$ cat src/rtl/serial_adder_ctrl_pkg.sv
`default_nettype none
// ------------------------------------------------------------------
// Module : serial_adder_ctrl_pkg
// Desc   : shared FSM states and sizing constants for the serial adder
// Rev    : 1.0
// ------------------------------------------------------------------
package serial_adder_ctrl_pkg;

  localparam int unsigned DEFAULT_WIDTH = 4;
  localparam int unsigned CNT_W         = $clog2(DEFAULT_WIDTH);

  typedef enum logic [1:0] {
    ST_IDLE = 2'd0,
    ST_LOAD = 2'd1,
    ST_RUN  = 2'd2,
    ST_DONE = 2'd3
  } state_e;

  // Bit counter width for an arbitrary operand width.
  function automatic int unsigned cnt_width(input int unsigned w);
    return (w < 2) ? 1 : $clog2(w);
  endfunction

endpackage
`default_nettype wire

$ cat src/rtl/full_adder.sv
`default_nettype none
// ------------------------------------------------------------------
// Module : full_adder
// Desc   : single-bit full adder
// Rev    : 1.0
// ------------------------------------------------------------------
module full_adder (
  input  logic a_i,
  input  logic b_i,
  input  logic cin_i,
  output logic sum_o,
  output logic cout_o
);

  assign sum_o  = a_i ^ b_i ^ cin_i;
  assign cout_o = (a_i & b_i) | (cin_i & (a_i ^ b_i));

endmodule
`default_nettype wire

$ cat src/rtl/serial_adder_ctrl.sv
`default_nettype none
// ------------------------------------------------------------------
// Module : serial_adder_ctrl
// Desc   : bit-serial adder, one shared full adder, LSB first
// Rev    : 1.0
// ------------------------------------------------------------------
module serial_adder_ctrl
  import serial_adder_ctrl_pkg::*;
#(
  parameter int unsigned WIDTH = DEFAULT_WIDTH
) (
  input  logic             clk_i,
  input  logic             rst_ni,
  input  logic             start_i,
  input  logic [WIDTH-1:0] op_a_i,
  input  logic [WIDTH-1:0] op_b_i,
  input  logic             carry_i,
  output logic             busy_o,
  output logic             done_o,
  output logic [WIDTH-1:0] sum_o,
  output logic             carry_o
);

  localparam int unsigned C_CNT_W = cnt_width(WIDTH);
  localparam logic [C_CNT_W-1:0] C_LAST = C_CNT_W'(WIDTH - 1);

  state_e             r_state;
  logic [C_CNT_W-1:0] r_cnt;
  logic               r_carry;
  logic [WIDTH-1:0]   r_a;
  logic [WIDTH-1:0]   r_b;
  logic [WIDTH-1:0]   r_res;
  logic [WIDTH-1:0]   r_sum;
  logic               r_cout;

  logic               w_sum;
  logic               w_cout;
  logic [WIDTH-1:0]   w_res_next;

  full_adder u_fa (
    .a_i    (r_a[0]),
    .b_i    (r_b[0]),
    .cin_i  (r_carry),
    .sum_o  (w_sum),
    .cout_o (w_cout)
  );

  assign w_res_next = {w_sum, r_res[WIDTH-1:1]};

  always_ff @(posedge clk_i or negedge rst_ni) begin
    if (!rst_ni) begin
      r_state <= ST_IDLE;
      r_cnt   <= '0;
      r_carry <= 1'b0;
      r_a     <= '0;
      r_b     <= '0;
      r_res   <= '0;
      r_sum   <= '0;
      r_cout  <= 1'b0;
    end else begin
      case (r_state)
        ST_IDLE: begin
          if (start_i) begin
            r_state <= ST_LOAD;
            r_a     <= op_a_i;
            r_b     <= op_b_i;
            r_carry <= carry_i;
            r_cnt   <= '0;
          end
        end
        ST_LOAD: r_state <= ST_RUN;
        ST_RUN: begin
          r_res   <= w_res_next;
          r_carry <= w_cout;
          r_a     <= r_a >> 1;
          r_b     <= r_b >> 1;
          // Publish the result on the final bit so it is valid alongside done_o.
          if (r_cnt == C_LAST) begin
            r_state <= ST_DONE;
            r_sum   <= w_res_next;
            r_cout  <= w_cout;
          end else begin
            r_cnt <= r_cnt + C_CNT_W'(1);
          end
        end
        ST_DONE: r_state <= ST_IDLE;
        default: r_state <= ST_IDLE;
      endcase
    end
  end

  assign busy_o  = (r_state != ST_IDLE);
  assign done_o  = (r_state == ST_DONE);
  assign sum_o   = r_sum;
  assign carry_o = r_cout;

endmodule
`default_nettype wire

$ cat config.mk
export PLATFORM = sky130hd
export DESIGN_NAME = serial_adder_ctrl
export DESIGN_NICKNAME = d
export VERILOG_FILES = /design/src/rtl/serial_adder_ctrl_pkg.sv /design/src/rtl/full_adder.sv /design/src/rtl/serial_adder_ctrl.sv
export SDC_FILE = /design/constraint.sdc
export NUM_CORES = 1
export LEC_CHECK = 0
export BUFFER_PORTS_ARGS = -buffer_cell sky130_fd_sc_hd__buf_2
export CORE_MARGIN = 2
export CORE_UTILIZATION = 40
export CTS_CLUSTER_SIZE = 14
export DETAILED_ROUTE_END_ITERATION = 6
export GPL_TIMING_DRIVEN = 0
export MAX_ROUTING_LAYER = met4
export PLACE_DENSITY = 0.71
export SLEW_MARGIN = 40
export SYNTH_ARGS = -nofsm -noshare
export SYNTH_HDL_FRONTEND = slang
export SYNTH_SLANG_ARGS = --single-unit
$ cat constraint.sdc
create_clock -name clk_i -period 3.6 [get_ports clk_i]
set_clock_uncertainty 0.05 [all_clocks]
set_input_delay 0.18 -clock clk_i [delete_from_list [all_inputs] [get_ports clk_i]]
set_output_delay 0.18 -clock clk_i [all_outputs]
set_load 0.02 [all_outputs]
# After elaboration in Yosys (flattened, before gate mapping)
# Index checks and enable logic that the tools add are counted.
[totals]
word_cells = 40
out_inout_bits = 7
input_bits = 12
regBits = 22
[classes]
mux = 12
add_sub_neg = 1
eq_ne = 7
n_reduce_logical = 7
bitwise_logic = 5
[op_table]
columns = ["cell", "count"]
rows = [
  ["$pmux W4 S2", 2],
  ["$mux W2", 4],
  ["$mux W4", 2],
  ["$pmux W2 S4", 1],
  ["$eq A2 B2 Y1 const B", 3],
  ["$ne A2 B2 Y1 const B", 3],
  ["$reduce_and A2 Y1", 3],
  ["$pmux W2 S2", 1],
  ["$reduce_bool A2 Y1", 2],
  ["$reduce_and A3 Y1", 1],
  ["$add A2 B1 Y2 const B", 1],
  ["$and A1 B1 Y1", 2],
  ["$eq A2 B1 Y1 const B", 1],
  ["$logic_not A2 Y1", 1],
  ["$pmux W1 S2", 1],
  ["$xor A1 B1 Y1", 2],
  ["$mux W1", 1],
  ["$or A1 B1 Y1", 1],
]

# Depth between registers and ports, before layout
[depth]
ltp_word = 4
mapped_depth = 6
ltp_nobuf = 5

# Hierarchy
# From an unflattened synthesis, not the netlist that was laid out.
[unflattened]
cells_unflattened = 97
area_unflattened_um2 = 1092.3
[by_module_without_submodules]
columns = ["module", "area_per_inst_um2", "cells_per_inst", "n_inst"]
rows = [
  ["serial_adder_ctrl", 1072.3, 96, 1],
  ["full_adder", 20.0, 1, 1],
]

# Least setup slack after synthesis
# Ideal clock, no wire load.
[synth_path]
path_type = "register -> register"
startpoint = "register r_state[0]"
endpoint = "register r_a[2]"
n_path_buf = 1
arrival_ps = 1392
t_required_ps = 3424
setup_slack_ps = 2032
stages_incl_launch_ff = 7
path_cell_list = "dfrtp_1 > inv_1 > ha_1 > nor2b_4 > nor2b_1 > buf_2 > a221o_1"
[synth_between]
elab_chain_len = 3
[synth_rtl]
columns = ["element", "line", "rtl"]
rows = [
  ["start: declaration", "serial_adder_ctrl.sv:27", "state_e r_state;"],
  ["start signal: assignment", "serial_adder_ctrl.sv:52", "r_state <= ST_IDLE;"],
  ["start signal: assignment", "serial_adder_ctrl.sv:64", "r_state <= ST_LOAD;"],
  ["start signal: assignment", "serial_adder_ctrl.sv:71", "ST_LOAD: r_state <= ST_RUN;"],
  ["$eq A2 B2 Y1 / $logic_not A2 Y1 (equally long branches)", "serial_adder_ctrl.sv:61", "case (r_state)"],
  ["$reduce_bool A2 Y1 (no line) / $ne A2 B2 Y1 (equally long branches)", "--", ""],
  ["$reduce_and A2 Y1 (no line)", "--", ""],
  ["end signal: assignment", "serial_adder_ctrl.sv:65", "r_a <= op_a_i;"],
  ["end signal: assignment", "serial_adder_ctrl.sv:75", "r_a <= r_a >> 1;"],
  ["end: declaration", "serial_adder_ctrl.sv:30", "logic [WIDTH-1:0] r_a;"],
]
# Several ways; a longest one is shown, not always the timed one.
# A chain may end at the register's enable or synchronous reset.

# Worst setup path after layout
[layout_path]
startpoint = "register r_state[0]"
endpoint = "output busy_o"
[layout_between]
elab_chain_len = 1
[layout_rtl]
columns = ["element", "line", "rtl"]
rows = [
  ["$reduce_bool A2 Y1", "serial_adder_ctrl.sv:92", "assign busy_o = (r_state != ST_IDLE);"],
  ["end: declaration", "serial_adder_ctrl.sv:18", "output logic busy_o,"],
]
# Every way passes these cells.

==> qor.yml <==
grt_max_degree: 22
clockRootBuffer: "clkbuf_4"
drc: 0
grt_pass1_vias: 771
design_area_um2: 1220
syn_nets: 112
dpl_cell_area_um2: 1190
clock-sinks: 21
max_slew_margin_pct: 68.0
hold_violations: 0
syn_inst: 94
critPathMaxFanout: 10
cp-end-kind: "output pin"
wl_um: 2050
start_kind: "flip-flop"
synth_mux_area_share_pct: 9.52
drtAntennaViolNets: 0
via_per_inst: 5.43
yosysWarnings: 0
min_period_ns: 1.92
synth_edf_count: 0
synth_seq_area_share_pct: 49.4
ctsHtreeMaxLevel: 1
hold_class: "in2reg"
reg2regPathDepth: 6
clock.fmax_mhz: 522
syn_area_per_cell_um2: 11.3
rsz0062_at_grt: "no"
syn_to_final_growth_pct: 15.0
r2r_setup_slack_ns: 1.80
yosys.area_share.simple_pct: 13.3
status: "completed"
design.final.nets: 135
synth_compound_area_share_pct: 16.0
synthFlopType: "dfrtp_1"
power.leakage_nw: 0.601
totalPowerFinal_mw: 1.02
arrival_ns: 1.69
synth_adder_area_share_pct: 7.76
slew_violations: 0
period_share_pct: 53.2
holdPathEnd: "r_a[2]"
grt_overflow_total: 0
cts_tree: "built"
synth_top_family_by_area: "compound AO/OA/AOI/OAI gates"
hpwl_um: 1440
port_buffers: 17
power_density_nw_per_um2: 833
vias: 793
syn_area_um2: 1060
track_usage_pct: 14.3
r2r-start: "r_state[0]"
hold_start: "op_a_i[2]"
timing.final.ws_setup_ns: 1.68
antenna_found_initial: 0
finalSetupTns_ns: 0
path_clk_slew_ns: 0.12
fp.dieH_um: 55.6
wl_per_cell_um: 14.0
r2r_end: "r_a[0]"
setup_viol: 0
dp_worst_setup_slack_ns: 1.83
fin_cells: 146
initial_core_util_pct: 42.6
drive_gt1_share_pct: 31.9
grt_pass1_wl_um: 3470
clockBufferDepth: 2
num_rows: 18
criticalPathCategory: "reg2out"
numCtsBuffers: 3
initialDrtViolationCount: 6
final_util_pct: 49.0
max-vdd-ir-drop_v: 0.000529
maxCapViolCount: 0
synth_seq_cells: 21
num_antenna_cells: 0
place_inst: 141
worst_slew_pin_slew_ns: 0.480
required_ns: 3.37
place_congestion: 0.748
fp.dieArea_um2: 3090
synthArstFlopShare_pct: 100
core-area_um2: 2500
ios: 19
synth_xor_area_share_pct: 0
synth_cell_type_count: 21
dr.pass1.iters: 4
hold_ws_ns: 0.195
post-cts-setup-buffers: 0
clock_latency_ns: 0.31
die_w_um: 55.6
min_path_cells: 3
cell usage in the layout, fill, tap and decap left out:
cell / instances
nor2b_1: 1
dfrtp_1: 21
buf_2: 22
inv_1: 4
ha_1: 5
a21oi_1: 9
clkbuf_4: 3
a22o_1: 2
fa_1: 1
dlygate4sd3_1: 1
mux2_2: 9
nor2b_4: 1
a221o_1: 7
o32a_1: 1
o21bai_1: 1
nand3_1: 6
and4b_1: 1
clkbuf_1: 1
o21ai_0: 4
nand2b_1: 7
or2_2: 1
and3_1: 2
clkinv_2: 1
nand2_1: 5
cell type report:
class                           instances  area, µm²
Buffer                                  6       28.8
Clock buffer                            3       22.5
Clock inverter                          1       5.00
Fill cell                             235       1270
Inverter                                4       15.0
Multi-Input combinational cell         63        495
Sequential cell                        21        526
Tap cell                               30       37.5
Timing Repair Buffer                   18       95.1
worst max path at each step:
stage,start,to,slack (ns),cells after the start
floorplan,r_state[0],r_a[2],2.03,6
global placement,r_state[0],r_b[2],1.87,6
detailed placement,r_state[0],r_a[2],1.83,6
CTS,r_state[0],busy_o,1.67,5
global route,r_state[0],busy_o,1.55,5
finish,r_state[0],busy_o,1.68,5
where the power goes:
| part | switching (mW) | internal, mW |
|---|---|---|
| clock network | 0.0734 | 0.0415 |
| logic | 0.260 | 0.242 |
| registers | 0.0690 | 0.335 |
critical path, stage by stage, from the launching register on:
cell and delay, ns:
dfrtp_1 0.42, inv_1 0.11, ha_1 0.31, buf_2 0.27, inv_1 0.10, buf_2 0.17
Yosys cell counts (all sizes together) (2+ instances only):
cell	count	area share, %
a221o	7	6.6
nor2b	2	1.9
a22o	2	1.6
o21ai	4	1.9
nand2	5	1.8
mux2	9	9.5
and3	2	1.2
inv	4	1.4
ha	5	5.9
nand3	6	2.8
a21oi	9	4.2
nand2b	7	4.1
dfrtp	21	49
buf	5	2.3
per-layer routing:
metal / global-route usage [%] / part of all wire (%) / vias up
li1: - / - / 381
met1: 19.3 / 48 / 387
met2: 22.1 / 46 / 25
met3: 4.88 / 6.4 / 0
met4: 1.05 / 0 / 0
met5: - / 0 / -
state kept, by name, indices dropped and copies added (netlist names):
signal and flops:
r_a 4, carry_o 1, sum_o 4, r_res 3, r_state 2, r_b 4, r_carry 1, r_cnt 2
what timing repair did:
action                                 4_1_cts  5_1_grt
hold buffers                                 1        0
resized for setup                            0        0
endpoints found under the hold margin       21        0
logic make-up (layout without fill, tap and decap cells):
kind of cell | after synthesis | after routing
buffers and inverters | 10 | 32
flip-flops | 21 | 21
AO/OA/AOI/OAI | 24 | 24
multiplexers | 9 | 9
adder cells (fa/ha/maj) | 6 | 6
AND/OR/NAND/NOR | 24 | 24
(Power assumes the default switching activity.)
